File: src/rtl/uart_tx_framer.sv
// UART transmit framer: start bit, LSB-first data, optional parity, one stop bit.
// Every bit lasts PRESCALE clocks; tx_out and busy come straight from flops.
module uart_tx_framer #(
    parameter int DATA_WIDTH = 8,
    parameter int PRESCALE   = 8
) (
    input  logic                  clk,
    input  logic                  rst,
    input  logic [DATA_WIDTH-1:0] p_data,
    input  logic                  data_valid,
    input  logic                  par_en,
    input  logic                  par_typ,
    output logic                  tx_out,
    output logic                  busy
);

    localparam int CW = (PRESCALE > 1) ? $clog2(PRESCALE) : 1;
    localparam int IW = (DATA_WIDTH > 1) ? $clog2(DATA_WIDTH) : 1;
    localparam logic [CW-1:0] CNT_MAX = CW'(PRESCALE - 1);
    localparam logic [IW-1:0] IDX_MAX = IW'(DATA_WIDTH - 1);

    typedef enum logic [2:0] {
        IDLE,
        START,
        DATA,
        PARITY,
        STOP
    } state_t;

    state_t                state_q, state_d;
    logic [CW-1:0]         cnt_q, cnt_d;
    logic [IW-1:0]         idx_q, idx_d;
    logic [DATA_WIDTH-1:0] data_q, data_d;
    logic                  pe_q, pe_d;
    logic                  pt_q, pt_d;
    logic                  tx_q, tx_d;
    logic                  busy_q, busy_d;
    logic                  wrap;

    always_ff @(posedge clk or posedge rst) begin
        if (rst) begin
            state_q <= IDLE;
            cnt_q   <= '0;
            idx_q   <= '0;
            data_q  <= '0;
            pe_q    <= 1'b0;
            pt_q    <= 1'b0;
            tx_q    <= 1'b1;
            busy_q  <= 1'b0;
        end else begin
            state_q <= state_d;
            cnt_q   <= cnt_d;
            idx_q   <= idx_d;
            data_q  <= data_d;
            pe_q    <= pe_d;
            pt_q    <= pt_d;
            tx_q    <= tx_d;
            busy_q  <= busy_d;
        end
    end

    always_comb begin
        state_d = state_q;
        cnt_d   = cnt_q;
        idx_d   = idx_q;
        data_d  = data_q;
        pe_d    = pe_q;
        pt_d    = pt_q;
        tx_d    = 1'b1;
        busy_d  = 1'b0;
        wrap    = (cnt_q == CNT_MAX);

        if (state_q == IDLE) begin
            cnt_d = '0;
        end else begin
            cnt_d = wrap ? '0 : cnt_q + 1'b1;
        end

        unique case (state_q)
            IDLE: begin
                if (data_valid) begin
                    state_d = START;
                    data_d  = p_data;
                    pe_d    = par_en;
                    pt_d    = par_typ;
                end
            end
            START: begin
                if (wrap) begin
                    state_d = DATA;
                    idx_d   = '0;
                end
            end
            DATA: begin
                if (wrap) begin
                    if (idx_q == IDX_MAX) begin
                        idx_d   = '0;
                        state_d = pe_q ? PARITY : STOP;
                    end else begin
                        idx_d = idx_q + 1'b1;
                    end
                end
            end
            PARITY: begin
                if (wrap) state_d = STOP;
            end
            STOP: begin
                if (wrap) state_d = IDLE;
            end
            default: begin
                state_d = IDLE;
                cnt_d   = '0;
                idx_d   = '0;
            end
        endcase

        // Output flops load the level of the bit being entered, so the
        // line changes on the same edge as the state.
        unique case (state_d)
            START:   tx_d = 1'b0;
            DATA:    tx_d = data_d[idx_d];
            PARITY:  tx_d = (^data_d) ^ pt_d;
            default: tx_d = 1'b1;
        endcase
        busy_d = (state_d != IDLE);
    end

    assign tx_out = tx_q;
    assign busy   = busy_q;

endmodule

File: config.mk
export PLATFORM = sky130hd
export DESIGN_NAME = uart_tx_framer
export DESIGN_NICKNAME = d
export VERILOG_FILES = /design/src/rtl/uart_tx_framer.sv
export SDC_FILE = /design/constraint.sdc
export NUM_CORES = 1
export LEC_CHECK = 0
export ABC_CLOCK_PERIOD_IN_PS = 5200
export CELL_PAD_IN_SITES_DETAIL_PLACEMENT = 0
export CELL_PAD_IN_SITES_GLOBAL_PLACEMENT = 1
export CORE_MARGIN = 4
export CORE_UTILIZATION = 47
export CTS_CLUSTER_SIZE = 16
export DETAILED_ROUTE_END_ITERATION = 8
export HOLD_SLACK_MARGIN = 0.15
export PLACE_DENSITY = 0.83
export SYNTH_ARGS = -nofsm -noshare
export SYNTH_HDL_FRONTEND = slang
export SYNTH_SLANG_ARGS = --single-unit
File: constraint.sdc
create_clock -name clk -period 5.2 [get_ports clk]
set_clock_uncertainty 0.2 [all_clocks]
set_input_delay 0.52 -clock clk [delete_from_list [all_inputs] [get_ports clk]]
set_output_delay 0.52 -clock clk [all_outputs]
set_load 0.02 [all_outputs]
==> results.md, run 1 <==
- Status: complete, no violations
- Worst r2r path cells: 6
- Critical Path Start Type: input port
- Sequential area share after synthesis: 0.428
- Highest clock rate: around 0.35 GHz
- Most common cell in the synthesized netlist: dfrtp_1
- R2R Path Start: state_q[2]
- H-tree Lvls: 1
- Core area: approximately 2500 sq um
- Post-synth net total: about 130
- Hold Crit Class: reg -> reg
- Number of setup violations in the final report: 0
- Fill cell count: 225
- Synthesized netlist cell count: roughly 110
- Number of clock sinks: 21
- Vias: between 800 and 900
- Setup slack, reg-to-reg: around 2.3 ns
- Setup TNS: 0 ns
- CP Capture Type: flop
- Mean Syn Cell Area: between 10 and 15 sq um
- Gr ovfl total: 0
- Leak: about 0.61 nW
- CP max FO: 13
- R2R Path End: tx_out
- Clock tree root buffer cell: clkbuf_4
- Sequential share of power: 0.373
- Yosys warning count: 0
- Area delta synth->final: 12.9%
- Ant diodes: 0
- CTS Buffer Depth: 2
- Top cell type's share of synthesized area: 0.407
- RePlAce Congestion: between 0.8 and 0.9
- Initial antenna violation count: 0
- Global-route wire length before repair: between 3 and 4 mm
- Ys async rst share: 1.00
- Total die area: roughly 3500 sq um
- Clock network power share: 0.095
- Drt wl/cell: between 15 and 20 um
- Min-Delay Path Depth: 1
- Rows: 18
- Cts hold-fix bufs: 0
- HP Start: cnt_q[0]
- Initial Util: 0.497
- Seq cells post-synth: 21
- Die width: a little under 60 um
- Synth area leader: dfrtp_1
- Combinational share of power: 0.532
- Residual DRC: 0
- Fin. max-slew vios: 0
- DRT Pass-1 Iters: 4
- Die Y: roughly 59 um
- Ports: 15
- Post-CTS setup buffers: 0
- Worst vdd rail ir drop: between 0.3 and 0.4 mV
- Hold Crit Endpoint: cnt_q[0]
- Switching fraction of total power: 0.356
- Final min period: between 2 and 3 ns
- Net Switching: approximately 0.28 mW
- Share of cells above drive strength 1: 0.132
- Synth area leaders: dfrtp_1 (41%), xnor2_1 (7.1%), mux2_2 (6.4%)
- Critical path class: in -> reg
- Arr. time, crit path: approximately 2.9 ns
- EDFF count, synth: 0
- Post-Route Utilization: 0.561
- Distinct cells, synth: 35
- Pwr/cell area: between 500 and 600 nW/um^2
- Max Cap Violations: 0
- Clock-pin slew on the worst setup and hold paths: about 0.11 ns
- Post-route ant nets: 0
- Clk_lat worst skew: around 0.30 ns
- Slew at the pin with the worst max-slew slack: around 1 ns
- DP HPWL: about 1.8 mm
- Post-synth top cells: dfrtp_1 (20), xnor2_1 (10), inv_1 (7), mux2_2 (7), mux2i_1 (6)
- Endpoints failing hold: 0
- CTS tree: built
- Number of global-route vias before repair: around 870
- Final period utilization: 0.556
- Initial DRC Count: 25
- RSZ-0062 raised after global routing: false
- Primary FF master, synth: dfrtp_1
- IO buf count: 14
- Pint: ~0.51 mW
- # nets final: between 100 and 150
- Critical path required time: about 5.2 ns
- Post-cts resize count: 0
- CTS Buf Count: 3
- Total GRT Usage: 0.151
- Routed WL: approximately 2.3 mm
- Relative slew slack: 0.332
- Vias per cell: roughly 5.6
- Largest net degree at the start of global routing: 22
- Netlist Area Pre-Place: around 1200 sq um
==> cells in the final DEF, fill, tap and decap left out, drive strengths merged, types with 2 or more instances in the layout <==
cell | synthesis | layout
o21ai | 2 | 2
nor4 | 2 | 2
a31oi | 2 | 2
o22ai | 2 | 2
clkdlybuf4s50 | 0 | 14
nor3b | 3 | 3
dfrtp | 20 | 20
a21oi | 3 | 3
mux2 | 9 | 9
mux2i | 6 | 6
xnor2 | 10 | 10
ha | 5 | 5
nor3 | 4 | 4
a21o | 2 | 2
nor2 | 4 | 4
clkbuf | 0 | 4
inv | 7 | 7
nand2 | 5 | 5
==> metrics by stage <==
stage               setup slack, ns  std cells  hold WS (ns)  power, mW  instance area [sq um]
floorplan                      2.99        107         0.214      0.649                   1230
global placement               2.04        147         0.230      0.711                   1360
detailed placement             1.97        147         0.268      0.724                   1360
CTS                            2.29        151         0.287      0.802                   1390
global route                   2.17        151         0.310      0.860                   1390
finish                         2.31        151         0.290      0.792                   1390
==> cells by family after synthesis <==
| logic type | synth area share |
|---|---|
| adder cells (fa/ha/maj) | 0.0508 |
| XOR/XNOR | 0.0965 |
| buffers and inverters | 0.0579 |
| AND/OR/NAND/NOR | 0.133 |
| AO/OA/AOI/OAI | 0.0965 |
| flip-flops | 0.428 |
| multiplexers | 0.137 |
==> flip-flops by register name, summed over array words and instances, names as in the netlist <==
| signal | count |
|---|---|
| idx_q | 3 |
| pt_q | 1 |
| cnt_q | 3 |
| state_q | 3 |
| busy | 1 |
| data_q | 8 |
| tx_out | 1 |
| pe_q | 1 |
==> area by class of cell <==
cell class,instances,area (sq um),area share
tap,30,37.5,0.0270
clock buffer,4,26.3,0.0189
sequential,21,527,0.379
multi-input combinational,75,633,0.455
inverter,7,26.3,0.0189
timing repair buffer,14,140,0.101
==> power groups by stage <==
stage               Sequential (mW)  Combinational, mW  Clock, mW
floorplan                     0.278              0.370          0
global placement              0.294              0.417          0
detailed placement            0.299              0.425          0
CTS                           0.295              0.427     0.0792
global route                  0.307              0.468     0.0854
finish                        0.295              0.421     0.0752
==> worst max-delay path, stage by stage <==
cell	delay, ns
clkdlybuf4s50_1	0.46
nor4b_4	0.81
mux2i_1	0.35
xnor2_1	0.16
xnor3_1	0.41
a21boi_1	0.15
a31oi_1	0.05
==> worst max-delay path by stage <==
stage / slack (ns) / from / endpoint
after global routing: 2.17 / state_q[2] / tx_out
after CTS: 2.29 / data_valid / tx_out
after global placement: 2.04 / data_valid / tx_out
final: 2.31 / data_valid / tx_out
after detailed placement: 1.97 / data_valid / tx_out
after floorplan: 2.99 / state_q[2] / tx_out
==> per-layer routing <==
| metal | track usage | part of all wire | vias up |
|---|---|---|---|
| met5 | 0 | 0 | - |
| met1 | 0.198 | 0.45 | 423 |
| li1 | - | - | 413 |
| met3 | 0.0218 | 0.023 | 2 |
| met4 | 0.0647 | 0.0066 | 0 |
| met2 | 0.246 | 0.52 | 7 |
No activity file was read; power rests on OpenSTA's default activity.
==> inputs of run 2 (changes only) <==
Settings changed: ABC_CLOCK_PERIOD_IN_PS 5200 to 2960, CORE_UTILIZATION 47 to 43, PLACE_DENSITY 0.83 to 0.77.
Clock period 5.2 ns to 2.96 ns, I/O delays scaled along.
==> run 2 against run 1 <==
Net effect:
- cell area up 0.63%
- critical path type is now reg -> reg
- die area is 8.0% higher
- sequential share of layout area decreased by 0.24 points
- critical path depth up 1
- clock-buffer cell count is the same
- setup slack worse by 1.8 ns
- highest routed layer unchanged
- wire length increased by 1.3%
==> results.md, run 2 (synthesis results as in run 1) <==
- Status: complete, no violations
- Worst Setup Slack, final: 0.501 ns
- Ant diodes: 0
- Endpoints failing hold: 0
- Critical Path Start Type: flop
- Slew at the pin with the worst max-slew slack: just under 0.8 ns
- Post-Route Utilization: 0.507
- Largest net degree at the start of global routing: 22
- Residual DRC: 0
- Cts hold-fix bufs: 0
- Final min period: ~2.5 ns
- Initial antenna violation count: 0
- Pwr/cell area: a little over 1000 nW/um^2
- Number of setup violations in the final report: 0
- Clock tree root buffer cell: clkbuf_4
- Clock-pin slew on the worst setup and hold paths: between 0.1 and 0.15 ns
- Fin. max-slew vios: 0
- Hold Crit Class: in -> async
- Routed WL: around 2.3 mm
- Most flop-heavy register: data_q
- Post-CTS setup buffers: 0
- Final period utilization: 0.831
- Total die area: 3780 sq um
- Clk_lat worst skew: just over 0.3 ns
- Most frequent cells in the layout: dfrtp_1 (20), clkdlybuf4s50_1 (14), xnor2_1 (10)
- RSZ-0062 raised after global routing: false
- Highest clock rate: about 0.41 GHz
- CP Capture Type: flop
- Leak: 0.620 nW
- Vias: ~840
- Post-Place Setup Slack: ~0.39 ns
- Area delta synth->final: 13.6%
- Leading cell type in the layout, fill and taps excluded: dfrtp_1
- Setup TNS: 0 ns
- Worst vdd rail ir drop: 0.531 mV
- Ports: 15
- Initial DRC Count: 36
- Number of clock sinks: 21
- CTS tree: built
- Initial Util: 0.446
- Arr. time, crit path: about 2.5 ns
- Core area: between 2000 and 3000 sq um
- Critical path required time: around 3.0 ns
- IO buf count: 14
- Rows: 19
- Fill cell count: around 260
- Crit-path cells: ha_1, ha_1, nor2b_1, o22ai_1, a31oi_1, nor4_1, nor3_1, a31oi_1
- Number of global-route vias before repair: between 800 and 900
- CP max stage delay: 0.39 ns
- Vias per cell: ~5.5
- Flip-flop count of the largest register after layout: 8
- Die Y: slightly above 60 um
- Die width: 61.5 um
- Share of cells above drive strength 1: 0.139
- H-tree Lvls: 1
- Area of the multi-input gates: 633 sq um
- DRT Pass-1 Iters: 4
- CTS Buffer Depth: 2
- Total GRT Usage: 0.147
- Relative slew slack: 0.479
- CP max FO: 6
- DP HPWL: approximately 1.8 mm
- Post-route ant nets: 0
- Drt wl/cell: 15.0 um
- RePlAce Congestion: ~0.8
- # nets final: 141
- Max Cap Violations: 0
- CTS Buf Count: 3
- CP max stage cell: dfrtp_1
- Gr ovfl total: 0
- Storage cell area: between 500 and 600 sq um
- Post-cts resize count: 0
- Global-route wire length before repair: approximately 4.0 mm
- Critical path class: reg -> reg
run 2: cell count changes in the layout (fill, tap and decap cells not counted):
cell | before | now
buf_4 | 0 | 1
run 2: routing by layer:
metal | GRT usage | part of all wire
met5 | 0 | 0
met1 | 0.201 | 0.49
met2 | 0.227 | 0.46
met3 | 0.0231 | 0.026
met4 | 0.0727 | 0.017
run 2: per-stage QoR:
step | hold WS (ns) | std cells | power (mW) | area, sq um
after floorplan | 0.0718 | 107 | 1.14 | 1230
after global placement | 0.232 | 149 | 1.26 | 1370
after detailed placement | 0.233 | 149 | 1.29 | 1370
after CTS | 0.248 | 153 | 1.43 | 1400
after global routing | 0.266 | 153 | 1.53 | 1400
final | 0.212 | 153 | 1.41 | 1400
run 2: worst paths after layout:
path / start / end / slack (ns) / depth (start not counted)
min in group clk: cnt_q[0] / cnt_q[0] / 0.24 / 1
max in group asynchronous: rst / cnt_q[2] / 1.85 / 2
hold / removal: rst / pe_q / 0.21 / 2
setup reg to reg: cnt_q[0] / tx_out / 0.50 / 8
setup / recovery: cnt_q[0] / tx_out / 0.50 / 8
hold reg to reg: cnt_q[0] / cnt_q[0] / 0.24 / 1
run 2: power by group:
group | leakage [nW] | switching, mW | total (mW) | internal (mW)
Combinational | 0.355 | 0.321 | 0.749 | 0.428
Sequential | 0.250 | 0.103 | 0.520 | 0.417
Clock | 0.0150 | 0.0862 | 0.139 | 0.0526
run 2: layout make-up:
type,instances,share of cell area
sequential,21,0.377
inverter,7,0.0188
tap,31,0.0277
timing repair buffer,15,0.106
multi-input combinational,75,0.453
clock buffer,4,0.0188
run 2: critical path, delay by kind of cell (launching register included):
family / cells / cell delay, ns
compound gates: 3 / 0.76
simple gates: 3 / 0.57
fa+ha+maj: 2 / 0.46
flops: 1 / 0.39
==> inputs of run 3 (changes only) <==
Settings changed: ABC_CLOCK_PERIOD_IN_PS 2960 to 2300.
Clock period 2.96 ns to 2.3 ns, I/O delays scaled along.
==> run 3 against run 2 <==
Net effect:
- final cell count up 9.2%
- flip-flop and latch count unchanged
- die area is the same
- setup slack got worse by 0.46 ns
- sequential power increased by 25%
- cell area is 14% higher
- global-route usage up 0.067 points
- utilization increased by 7.1 points
- register-to-register slack lost 0.46 ns
- clock-buffer cell count down 1
- combinational power is 56% higher
==> results.md, run 3 (synthesis results as in run 1) <==
- Clock tree root buffer cell: clkbuf_4
- CTS Buffer Depth: 2
- Die Y: just over 60 um
- Setup TNS: 0 ns
- CP bufs+invs: 0
- Fin. max-slew vios: 0
- Cell mode on critical path: ha_1
- Drt wl/cell: 15.5 um
- Vias: ~920
- Post-Route Utilization: 0.578
- Min-Delay Path Depth: 1
- Ant diodes: 0
- CP Capture Type: flop
- Initial Util: 0.446
- CP max stage delay: about 0.48 ns
- Vias per cell: between 5 and 6
- Critical path required time: ~2.4 ns
- Critical Path Start Type: flop
- Die width: 61.5 um
- IO buf count: 14
- Most flop-heavy register: data_q
- Switching fraction of total power: 0.371
- Post-Place Setup Slack: -0.0554 ns
- Clock-pin slew on the worst setup and hold paths: between 0.1 and 0.15 ns
- CTS tree: built
- Endpoints failing hold: 0
- Number of global-route vias before repair: 897
- Setup slack, reg-to-reg: 0.04 ns
- Hold Crit Endpoint: cnt_q[0]
- R2R Path End: tx_out
- RePlAce Congestion: between 0.7 and 0.8
- CP max FO: 4
- Fin area: roughly 1600 sq um
- HP Start: cnt_q[0]
- Gr ovfl total: 0
- Total die area: 3780 sq um
- Clock network power share: 0.095
- Placed Area: 1460 sq um
- Flip-flop count of the largest register after layout: 8
- Hold Crit Class: reg -> reg
- Most frequent cells in the layout: dfrtp_1 (19), clkdlybuf4s50_1 (14), buf_4 (13)
- Number of clock sinks: 21
- # nets final: 155
- Critical path class: reg -> reg
- Worst vdd rail ir drop: 0.745 mV
- Routed WL: approximately 2.6 mm
- Rows: 19
- Global-route wire length before repair: between 4 and 5 mm
- H-tree Lvls: 1
- Final min period: 2.26 ns
- Clk_lat worst skew: just over 0.3 ns
- Residual DRC: 0
- Arr. time, crit path: about 2.3 ns
- CTS Buf Count: 3
- Slew at the pin with the worst max-slew slack: ~0.36 ns
- Highest clock rate: 0.443 GHz
- Pwr/cell area: around 1300 nW/um^2
- Number of setup violations in the final report: 0
- Net Switching: approximately 0.74 mW
- Worst Setup Slack, final: about 0.042 ns
- Crit-path cells: ha_1, ha_1, nor3_4, mux2_4, a21oi_2, nor4_2, nor3_1, a31oi_1
- Total GRT Usage: 0.148
- Largest net degree at the start of global routing: 22
- Top delay family on crit path: simple AND/OR/NAND/NOR gates
- Share of cells above drive strength 1: 0.346
- Max Cap Violations: 0
- Relative slew slack: 0.758
- Core area: roughly 2800 sq um
- Pint: ~1.3 mW
- Area delta synth->final: 29.6%
- Post-route ant nets: 0
- Sequential share of power: 0.323
- Combinational share of power: 0.582
- Initial DRC Count: 29
- Ports: 15
- Initial antenna violation count: 0
- R2R Path Start: idx_q[0]
- Leading cell type in the layout, fill and taps excluded: dfrtp_1
- DP HPWL: around 1.9 mm
- DRT Pass-1 Iters: 4
- Leak: approximately 0.69 nW
- Final period utilization: 0.982
- CP max stage cell: dfrtp_2
- Status: complete, no violations
- Worst r2r path cells: 8
## run 3: worst max-delay path by stage
| stage | start | endpoint | slack, ns | cells past startpoint |
|---|---|---|---|---|
| CTS | cnt_q[0] | tx_out | 0.05 | 8 |
| global route | idx_q[0] | tx_out | -0.05 | 8 |
| floorplan | state_q[2] | tx_out | 0.09 | 8 |
| global placement | data_valid | tx_out | -0.04 | 8 |
| detailed placement | data_valid | tx_out | -0.06 | 8 |
| finish | idx_q[0] | tx_out | 0.04 | 8 |
## run 3: final cells by class
type	count	area (sq um)
Clock inverter	1	7.51
Clock buffer	3	22.5
Timing Repair Buffer	29	259
Fill cell	236	1160
Multi-Input combinational cell	75	713
Sequential cell	21	528
Tap cell	31	38.8
Inverter	7	26.3
## run 3: through the flow
step | power (mW) | hold slack (ns) | instances
final | 2.00 | 0.246 | 167
after global placement | 1.69 | 0.226 | 160
after floorplan | 1.47 | 0.00579 | 107
after detailed placement | 1.71 | 0.228 | 160
after CTS | 1.91 | 0.245 | 165
after global routing | 2.16 | 0.297 | 167
## run 3: repair_timing
item                                    4_1_cts  5_1_grt
endpoints found under the setup margin        0        1
hold buffers                                  1        0
hold endpoints to repair                     20        0
gates resized for setup                       0       21
setup buffers                                 0        2
## run 3: worst register-to-register path: stages (launching register included)
cell and delay [ns]:
dfrtp_2 0.48, ha_1 0.23, ha_1 0.24, nor3_4 0.24
mux2_4 0.23, a21oi_2 0.06, nor4_2 0.24, nor3_1 0.08
a31oi_1 0.18
## run 3: power groups by stage
stage | Clock, mW | Combinational [mW] | Sequential [mW]
final | 0.190 | 1.17 | 0.648
after global placement | 0 | 1.05 | 0.635
after CTS | 0.198 | 1.07 | 0.636
after detailed placement | 0 | 1.07 | 0.643
after floorplan | 0 | 0.837 | 0.630
after global routing | 0.211 | 1.28 | 0.671
## run 3: metal layers
metal | global-route usage | vias up | share of wire
met1 | 0.204 | 451 | 0.47
met4 | 0.0758 | 0 | 0.028
met3 | 0.0252 | 8 | 0.022
li1 | - | 441 | -
met2 | 0.223 | 15 | 0.48
met5 | 0 | - | 0
==> RTL edit (config.mk and constraints of run 1) <==
The parameter `DATA_WIDTH` goes from 8 to 16.
--- a/src/rtl/uart_tx_framer.sv
+++ b/src/rtl/uart_tx_framer.sv
@@ -1,7 +1,7 @@
 // UART transmit framer: start bit, LSB-first data, optional parity, one stop bit.
 // Every bit lasts PRESCALE clocks; tx_out and busy come straight from flops.
 module uart_tx_framer #(
-    parameter int DATA_WIDTH = 8,
+    parameter int DATA_WIDTH = 16,
     parameter int PRESCALE   = 8
 ) (
     input  logic                  clk,
Interface: changed (resized p_data); port bits go from 15 to 23. The function was not compared with the original's and may differ.
==> RTL edit against run 1 <==
First-iteration DRC count is 24% higher. Critical endpoint unchanged. Worst setup slack better by 0.19 ns. Power is 75% higher. Cell area is 57% higher. Sequential cell count is 9 higher. Synthesized area is 50% higher. Sequential power is 44% higher. Combinational power is 84% higher. Wire length is 50% higher.
==> RTL edit: results (changes against run 1) <==
synth:
  synth_nets: 178  # +42%
  synth_commonest_cells: "29 x dfrtp_1, 26 x xnor2_1, 17 x mux2_2"
  synthTopCellsByArea: "dfrtp_1 39%, xnor2_1 12%, mux2_2 10%, mux2i_1 6.0%, xnor3_1 2.4%"
  yosysSeqAreaShare: 0.407  # -0.0207
  avgSynthCellArea_um2: 12.0  # +4.2%
  yosysUniqueCellTypes: 47  # +34%
  ys.flop_type: "dfrtp_1"
finish:
  n_antenna_cell: 0  # unchanged
  final_layout_size_suffix_gt1_frac: 0.201  # +0.0689
  largest_registers: "data_q (16), idx_q (4)"
  fillers: 309  # +37%
  nets: 202  # +44%
  multiInputGateArea_mm2: 0.00103  # +63%
route:
  wl_per_cell_um: 15.0  # -0.29%
  drt_iter0_markers: 31  # +24%
  routed_wl_um: 3410  # +50%
  via_per_inst: 5.34  # -4.5%
clock_network:
  cts_setup_buffers: 0  # unchanged
  clock_path_buffers: 2  # unchanged
  htreeDepth: 2  # +1
  cts_buffers: 5  # +2
  cts_root_buffer: "clkbuf_8"
  clkLatencyLatePin_ns: 0.28  # -0.02 ns
  postCtsResizedCells: 0  # unchanged
  clkTransAtPathRegs_ns: 0.06  # -0.05 ns
global_route:
  grt_max_degree: 31  # +41%
  grt_usage: 0.149  # -0.00194
  grt_pass1_wl_um: 5880  # +48%
  antenna_found_initial: 0  # unchanged
  grt_pass1_vias: 1250  # +44%
placed_design:
  dp_worst_setup_slack_ns: 2.40  # +0.425 ns
  io_buffer_count: 22  # +8
  placed_cell_area_mm2: 0.00209  # +53%
  hpwl_um: 2640  # +47%
  gp_congestion: 0.907  # +10%
  dp_cells: 219  # +49%
outcome:
  status: "finished, final reports clean"
pwr:
  peakVddDrop_mv: 0.325  # -11%
  power.net_switching_w: 0.000498  # +77%
  leakage_nw: 0.900  # +46%
setup_path:
  criticalPathCategory: "flop to flop"
  reg2reg_from: "cnt_q[0]"
  cp_max_fo: 11  # -2
  worst_path_max_delay_cell: "or3b_1"
  cp.arrival_ns: 2.71  # -0.20 ns
  max_stage_delay_ns: 0.41  # -0.40 ns
hold_path:
  hp-start: "cnt_q[0]"
  hold_class: "flop to flop"
sta:
  slew_headroom: 0.251  # -0.0804
-- RTL edit: cell types whose count changed after synthesis, sizes merged, moves of 3 or more --
cell / delta
dfrtp: +9
inv: -3
mux2: +10
mux2i: +5
nand2: -3
nor2: +4
nor3: -4
o211ai: +3
o21ai: +4
xnor2: +16
-- RTL edit: final cells by class --
type | instances | area share
clock buffer | 7 | 0.0397
clock inverter | 1 | 0.00230
inverter | 4 | 0.00690
multi-input combinational | 114 | 0.474
sequential | 30 | 0.345
tap | 48 | 0.0276
timing repair buffer | 23 | 0.105
-- RTL edit: stage by stage --
stage / total power [W] / hold slack, ns
after floorplan: 0.00106 / 0.214
after global placement: 0.00118 / 0.226
after detailed placement: 0.00121 / 0.246
after CTS: 0.00141 / 0.254
after global routing: 0.00151 / 0.276
final: 0.00139 / 0.248
-- RTL edit: final timing paths --
path                       depth (start not counted)  slack, ns         end
max                                                9       2.50      tx_out
min                                                1       0.25    cnt_q[0]
max reg2reg                                        9       2.50      tx_out
min reg2reg                                        1       0.25    cnt_q[0]
max in group asynchronous                          2       3.50   data_q[4]
min in group asynchronous                          2       0.63  data_q[14]
-- RTL edit: cell families (layout without fill, tap and decap cells) --
group                      count (synthesis)  count (layout)  synth area share
and+or+nand+nor                           31              31             0.110
xor gates and xnor gates                  30              30             0.157
muxes                                     30              30             0.178
DFF                                       30              30             0.407
AOI/OAI and AO/OA                         20              20            0.0881
buffers and inverters                     10              35            0.0393
adders and majority gates                  3               3            0.0203
-- RTL edit: power groups by stage --
stage	registers, W	clock network [W]	logic, W
finish	0.000426	0.000188	0.000775
global route	0.000439	0.000209	0.000867
CTS	0.000427	0.000197	0.000787
detailed placement	0.000431	0	0.000783
global placement	0.000422	0	0.000763
floorplan	0.000409	0	0.000655
-- RTL edit: routing by layer --
metal	vias up	global-route usage	wire [um]
li1	599	-	-
met1	574	0.195	1580
met2	33	0.233	1600
met3	7	0.0398	168
met4	0	0.0626	57
met5	-	0	0
-- RTL edit: worst reg2reg max path, cell delays in order (launching register included) --
cell and delay (ns):
dfrtp_1 0.36, ha_1 0.16, ha_1 0.38, nand4bb_2 0.19
or3b_1 0.41, and2_4 0.23, mux2i_1 0.15, mux2_4 0.28
o2bb2ai_2 0.12, o221ai_2 0.16
